==> src/rtl/apb_master_bridge.sv <==
// Purpose : single-outstanding command-to-APB master bridge with wait-state timeout.
// Latency : 3 PCLK cycles from acceptance to rsp_valid with zero wait states; back-to-back every 2 cycles.
// Backpressure: cmd_ready is low while a transfer is in SETUP or waiting in ACCESS; rsp_* cannot be stalled.
//
// Ports:
//   PCLK, PRESET                  clock, synchronous active-high reset
//   cmd_valid/ready/write/addr/wdata   command request handshake
//   rsp_valid/rdata/err/timeout        one-cycle completion pulse and status
//   PSEL/PENABLE/PWRITE/PADDR/PWDATA   APB request (all registered)
//   PRDATA/PREADY/PSLVERR              APB slave response
module apb_master_bridge #(
  parameter int ADDRWIDTH = 16,
  parameter int DATAWIDTH = 8,
  parameter int TIMEOUT   = 16
) (
  input  logic                 PCLK,
  input  logic                 PRESET,
  input  logic                 cmd_valid,
  output logic                 cmd_ready,
  input  logic                 cmd_write,
  input  logic [ADDRWIDTH-1:0] cmd_addr,
  input  logic [DATAWIDTH-1:0] cmd_wdata,
  output logic                 rsp_valid,
  output logic [DATAWIDTH-1:0] rsp_rdata,
  output logic                 rsp_err,
  output logic                 rsp_timeout,
  output logic                 PSEL,
  output logic                 PENABLE,
  output logic                 PWRITE,
  output logic [ADDRWIDTH-1:0] PADDR,
  output logic [DATAWIDTH-1:0] PWDATA,
  input  logic [DATAWIDTH-1:0] PRDATA,
  input  logic                 PREADY,
  input  logic                 PSLVERR
);

  typedef enum logic [1:0] {
    IDLE   = 2'd0,
    SETUP  = 2'd1,
    ACCESS = 2'd2
  } state_t;

  localparam logic [7:0] TMO = 8'(TIMEOUT);

  state_t     state;
  logic [7:0] wait_cnt;
  logic       timed_out;
  logic       accept;

  // Once the wait count hits TIMEOUT the current ACCESS cycle is the abort
  // cycle: a PREADY arriving now is ignored and no new command is taken.
  assign timed_out = (wait_cnt == TMO);

  always_comb begin
    cmd_ready = 1'b0;
    if (!PRESET) begin
      case (state)
        IDLE:    cmd_ready = 1'b1;
        ACCESS:  cmd_ready = PREADY && !timed_out;
        default: cmd_ready = 1'b0;
      endcase
    end
  end

  assign accept = cmd_valid && cmd_ready;

  always_ff @(posedge PCLK) begin
    if (PRESET) begin
      state       <= IDLE;
      PSEL        <= 1'b0;
      PENABLE     <= 1'b0;
      PWRITE      <= 1'b0;
      PADDR       <= '0;
      PWDATA      <= '0;
      rsp_valid   <= 1'b0;
      rsp_rdata   <= '0;
      rsp_err     <= 1'b0;
      rsp_timeout <= 1'b0;
      wait_cnt    <= 8'd0;
    end else begin
      rsp_valid <= 1'b0;
      case (state)
        IDLE: begin
          if (accept) begin
            PWRITE  <= cmd_write;
            PADDR   <= cmd_addr;
            PWDATA  <= cmd_wdata;
            PSEL    <= 1'b1;
            PENABLE <= 1'b0;
            state   <= SETUP;
          end
        end

        SETUP: begin
          PENABLE  <= 1'b1;
          wait_cnt <= 8'd0;
          state    <= ACCESS;
        end

        ACCESS: begin
          if (timed_out) begin
            // Abort: rsp_rdata deliberately left untouched.
            rsp_valid   <= 1'b1;
            rsp_err     <= 1'b1;
            rsp_timeout <= 1'b1;
            PSEL        <= 1'b0;
            PENABLE     <= 1'b0;
            state       <= IDLE;
          end else if (PREADY) begin
            rsp_valid   <= 1'b1;
            rsp_err     <= PSLVERR;
            rsp_timeout <= 1'b0;
            if (!PWRITE) begin
              rsp_rdata <= PRDATA;
            end
            PENABLE <= 1'b0;
            if (accept) begin
              // Back-to-back: next transfer goes straight to SETUP.
              PWRITE <= cmd_write;
              PADDR  <= cmd_addr;
              PWDATA <= cmd_wdata;
              state  <= SETUP;
            end else begin
              PSEL  <= 1'b0;
              state <= IDLE;
            end
          end else begin
            wait_cnt <= wait_cnt + 8'd1;
          end
        end

        default: begin
          PSEL    <= 1'b0;
          PENABLE <= 1'b0;
          state   <= IDLE;
        end
      endcase
    end
  end

endmodule
==> config.mk <==
export PLATFORM = sky130hd
export DESIGN_NAME = apb_master_bridge
export DESIGN_NICKNAME = d
export VERILOG_FILES = /design/src/rtl/apb_master_bridge.sv
export SDC_FILE = /design/constraint.sdc
export NUM_CORES = 1
export LEC_CHECK = 0
export CAP_MARGIN = 25
export CELL_PAD_IN_SITES_DETAIL_PLACEMENT = 0
export CELL_PAD_IN_SITES_GLOBAL_PLACEMENT = 2
export CORE_MARGIN = 5
export CORE_UTILIZATION = 27
export CTS_BUF_LIST = sky130_fd_sc_hd__clkbuf_2 sky130_fd_sc_hd__clkbuf_4 sky130_fd_sc_hd__clkbuf_8
export DETAILED_ROUTE_END_ITERATION = 8
export HOLD_SLACK_MARGIN = 0.02
export PLACE_DENSITY = 0.86
export SLEW_MARGIN = 10
export SYNTH_ARGS = -nofsm -noshare
export SYNTH_HDL_FRONTEND = slang
export SYNTH_SLANG_ARGS = --single-unit
==> constraint.sdc <==
create_clock -name PCLK -period 3.9 [get_ports PCLK]
set_input_delay 0.39 -clock PCLK [delete_from_list [all_inputs] [get_ports PCLK]]
set_output_delay 0.39 -clock PCLK [all_outputs]
set_load 0.01 [all_outputs]
==> results.toml <==
[run_status]
status = "finished clean"

[drt]
wire_per_inst_um = 12.6
drc = 0
drt_first_iter_violations = 98
routed_wl_um = 4780
viasPerCell = 4.27
via_count = 1619
ant_nets = 0
firstDrtPassIters = 4

[timing]
slew_viol_final = 0
tightest_slew_ns = 0.900
maxSlewHeadroom_pct = 40.0
max_freq_mhz = 430
tns_ns = 0
fin_skew_ns = 0.00973
report.final.setup_viol = 0
hold_slack_ns = 0.459
rsz0062_at_grt = "no"
hold_violations = 0
post-route-period-util_pct = 59.6
post-route-min-period_ns = 2.32

[clock_tree]
ctsResizeCount = 0
postCtsSetupRepairBufs = 0
numCtsBuffers = 5
h-tree-depth = 2
clock_path_buffers = 2
cts.sink_count = 47
cts_tree = "yes"
clkLatencyLatePin_ns = 0.30
root_buffer = "clkbuf_8"
cts_hold_buf = 0
cts.reportedPaths.clkPinSlew_ns = 0.09

[die]
start_util_pct = 27.7
rows = 30
fp.dieH_um = 93.5
die_w_um = 93.5
ios = 77
core_area_mm2 = 0.00679
die_area_mm2 = 0.00874

[setup_path]
startpoint = "wait_cnt[0]"
end_kind = "output pin"
worstPathArrival_ns = 1.93
cp_data_required_time_ns = 3.51
cp_max_fo = 7
critical_path_class = "reg -> out"
timing.rr.start = "PENABLE"
critPathLaunchType = "flip-flop"

[placed_design]
io_buffers = 76
gp_congestion = 0.706
dp_hpwl_um = 3320

[synth]
ys_types = 37
synth_top_area_cell = "dfxtp_1"
ys_seq_area_share_pct = 50.0
synthesis.area_mm2 = 0.00188
yosysMostFrequentCell = "nand2_1"
synthFlopType = "dfxtp_1"
synth.area.top_cells = "dfxtp_1 (50%), nand2_1 (9.8%), a21oi_1 (7.2%), mux2i_1 (4.8%), nor2_1 (3.4%)"
synth_area_per_cell_um2 = 8.97
synth.top_cells.by_count = "nand2_1 (49), dfxtp_1 (47), a21oi_1 (27)"
syn-num-nets = 250
netlist_instances = 210
synthArstFlopShare_pct = 0
synth_edf_count = 0
yosys.area.top_type_share_pct = 50.0
ys_warn_count = 0
ys_ff_latch = 47

[global_route]
grt_max_degree = 50
grt_first_pass_wirelength_um = 7670
grt_antenna_before_repair = 0
grt_usage_pct = 10.8
grt_pass1_vias = 1544
overflow = 0

[power_and_ir_drop]
powerDensity_mw_per_mm2 = 353
p_leak_nw = 0.979
ir_worst_vdd_v = 0.000147

[final_layout]
drive_gt1_share_pct = 6.36
num-nets-final = 323
syn_to_final_growth_pct = 48.8
antenna_cells = 0

[min_path]
worst_hold_path_type = "reg -> reg"
hold_start = "PADDR[12]"

[run]
drv_cap = 0
## report_power, final
| group | internal [mW] | switching, mW | leakage [nW] |
|---|---|---|---|
| Clock | 0.187 | 0.161 | 0.0502 |
| Sequential | 0.497 | 0.00986 | 0.382 |
| Combinational | 0.0772 | 0.0580 | 0.547 |
## per-layer routing
metal  track usage (%)  wire [um]
met1              14.6       2370
met3              3.14        294
met2              16.3       2050
met5                 0          0
met4              4.03         67
## final cells by class
class,instances,area (um^2)
fill,710,3990
sequential,47,941
multi-input combinational,145,847
timing repair buffer,76,756
tap,96,120
clock buffer,5,68.8
clock inverter,2,37.5
inverter,8,32.5
## sequential cells by signal, indices dropped and copies added (netlist names)
name and count:
PADDR 16, PWDATA 8, rsp_rdata 8, wait_cnt 8, PENABLE 1, PSEL 1
PWRITE 1, rsp_err 1, rsp_timeout 1, rsp_valid 1, state 1
## cells in the final DEF (no fill, tap or decap), drive strengths merged, types with 2 or more instances in the layout
cell type	instances
clkdlybuf4s50	75
nand2	50
dfxtp	47
a21oi	27
nor2	17
mux2i	9
inv	8
clkbuf	5
nand3	4
nand2b	3
nand4	3
xor2	3
nand4b	3
or4b	3
o31ai	3
and2	2
o21ai	2
ha	2
## final timing paths
path | endpoint | slack (ns) | cells past startpoint
worst max-delay path | cmd_ready | 1.58 | 5
worst min-delay path | PADDR[12] | 0.46 | 2
worst max register to register | PWRITE | 1.70 | 5
worst min register to register | PADDR[12] | 0.46 | 2
## logic make-up (layout without fill, tap and decap cells)
family                     count (synthesis)  in the layout  share of synthesized area [%]
muxes                                      9              9                           4.78
DFF                                       47             47                           50.0
xor gates and xnor gates                   3              3                           1.40
and+or+nand+nor                           92             92                           23.6
buffers and inverters                     18             91                           5.05
AOI/OAI and AO/OA                         39             39                           13.9
adders and majority gates                  2              2                           1.33
## worst max-delay path: stages, from the launching register on
cell             delay [ns]
dfxtp_1                0.45
inv_1                  0.07
ha_1                   0.22
nand4bb_2              0.18
o211a_1                0.19
clkdlybuf4s50_1        0.53
## through the flow
step                      power, mW  worst slack, ns  util [%]  cell area [um^2]  instances
final                         0.990             1.58      41.3              2800        379
after global routing           1.04             1.44      41.3              2800        379
after CTS                      1.01             1.56      41.3              2800        379
after detailed placement      0.654             1.54      39.7              2700        372
after global placement        0.654             1.57      39.7              2700        372
after floorplan               0.575             2.12         -              1880        210
Power figures use the tool's default switching activity.
==> patch, RTL diff (same settings) <==
Re-encode `state_t` (3 states) as one-hot, 3 bits wide.
--- a/src/rtl/apb_master_bridge.sv
+++ b/src/rtl/apb_master_bridge.sv
@@ -36,6 +36,6 @@
 
-  typedef enum logic [1:0] {
-    IDLE   = 2'd0,
-    SETUP  = 2'd1,
-    ACCESS = 2'd2
+  typedef enum logic [2:0] {
+    IDLE   = 3'b001,
+    SETUP  = 3'b010,
+    ACCESS = 3'b100
   } state_t;
Function: no difference found for any inputs over 10 cycles, from zero or initial values and one cycle with PRESET high; not proved beyond that.
==> patch against the original RTL <==
  * Sequential cell count grew 2
  * Total power grew 5.7%
  * Routed wire length rose by 27%
  * Setup slack lost 290 ps
  * Synthesized area up 24%
  * First-iteration DRC count down 41%
  * Combinational power increased by 7%
  * Cell area is 16% higher
  * Sequential share of layout area is 3.5 points lower
  * Critical path type is now input pin to primary output
==> patch: results (changes against the original RTL) <==
layout:
  fillers: 887  # +25%
  nNetsFinal: 340  # +5.3%
  layoutNonFillerInstCount: 409  # +7.9%
  layout-drive-gt1-share_pct: 21.6  # +15 points
synth:
  synthTopCellsByArea: "dfxtp_1 (42%), nand3_2 (8.6%), o211ai_1 (8.0%)"
  synth_fa_ha_area_share_pct: 1.07  # -0.26 points
  synth_compound_area_share_pct: 23.7  # +9.8 points
  synthTopCellsByCount: "dfxtp_1 (49), o211ai_1 (25), a21oi_2 (21), nand3_2 (20), nor2_1 (20)"
  synth_mux_area_share_pct: 3.91  # -0.87 points
  syn-num-nets: 271  # +8.4%
  yosysSeqAreaShare_pct: 42.0  # -8.0 points
  synth_cell_types: 42  # +14%
  synth_xor_area_share_pct: 1.88  # +0.48 points
drt:
  wirelength_um: 6090  # +27%
  vias: 1933  # +19%
  drtIter0Drc: 58  # -41%
  ant_nets: 0  # unchanged
setup_path:
  ff2ff_setup_slack_ps: 1550  # -150 ps
  r2r_start: "state[0]"
  reg2reg_depth: 6  # +1
  cp_max_fo: 6  # -1
  worst_ep_arrival_time_ps: 2230  # +300 ps
  crit_type: "input pin to primary output"
  reg2reg_to: "PADDR[3]"
  critPathMaxStageDelay_ps: 610  # +80 ps
power:
  pg_comb_uw: 144  # +7%
  seq-power_uw: 526  # +4%
  power_clock_uw: 377  # +8.0%
  p_sw_uw: 262  # +14%
  max-vdd-ir-drop_v: 0.000119  # -19%
  leakage_nw: 1.01  # +3.1%
timing:
  worst_pin_slew_ps: 827  # -73.3 ps
  setup_tns_ps: 0  # unchanged
worst_hold_path:
  whs_path_depth: 2  # unchanged
  worstHoldStart: "PADDR[11]"
global_routing:
  grt_pass1_vias: 1973  # +28%
  grt_start_max_net_pins: 28  # -44%
  met1_usage_pct: 15.2  # +0.55 points
  grt_pass1_wl_um: 9840  # +28%
  grt_use_total_pct: 11.7  # +0.88 points
place:
  placed_cell_area_um2: 3140  # +17%
  dpl.hpwl_um: 4280  # +29%
  gp_congestion: 0.749  # +6.1%
  pre_cts_slack_ps: 1270  # -270 ps
status:
  status: "complete, no violations"
-- patch: cell count changes after synthesis, sizes merged, moves of 3 or more --
| cell | unedited run | this run |
|---|---|---|
| nor3 | 1 | 5 |
| o211ai | 1 | 25 |
| xnor2 | 0 | 5 |
| xor2 | 3 | 0 |
| buf | 5 | 9 |
| or4b | 3 | 0 |
| nor3b | 0 | 4 |
| nand2 | 50 | 5 |
| nand3 | 4 | 25 |
| nor2 | 17 | 20 |
| clkbuf | 5 | 12 |
| a211oi | 1 | 4 |
-- patch: routing by layer --
layer / up-vias / routed length (µm)
li1: 975 / -
met1: 917 / 2790
met2: 34 / 3020
met3: 7 / 199
met4: 0 / 77
met5: - / 0
-- patch: stage by stage --
stage                     hold WS, ps  util [%]
after floorplan                   485         -
after global placement            453      36.6
after detailed placement          457      36.6
after CTS                         474      37.9
after global routing              491      37.9
final                             471      37.9
-- patch: worst reg2reg max path, delay by kind of cell, from the launching register on --
family          cells  cell delay [ps]
simple gates        3             1100
flops               1              380
buf+inv             2              690
compound gates      1               60
-- patch: layout make-up --
cell class / instances / area share [%]
Clock buffer: 5 / 2.11
Clock inverter: 3 / 1.42
Inverter: 6 / 0.692
Multi-Input combinational cell: 155 / 36.7
Sequential cell: 49 / 30.1
Tap cell: 108 / 4.15
Timing Repair Buffer: 83 / 24.8
-- patch: how the worst max path moves through the flow --
stage	startpoint	endpoint	slack [ps]	cells after the start
6_report	PREADY	cmd_ready	1280	6
5_1_grt	state[0]	cmd_ready	1060	4
4_1_cts	state[0]	cmd_ready	1230	4
3_5_place_dp	PREADY	cmd_ready	1270	6
3_3_place_gp	PREADY	cmd_ready	1280	6
2_1_floorplan	wait_cnt[0]	cmd_ready	1870	8
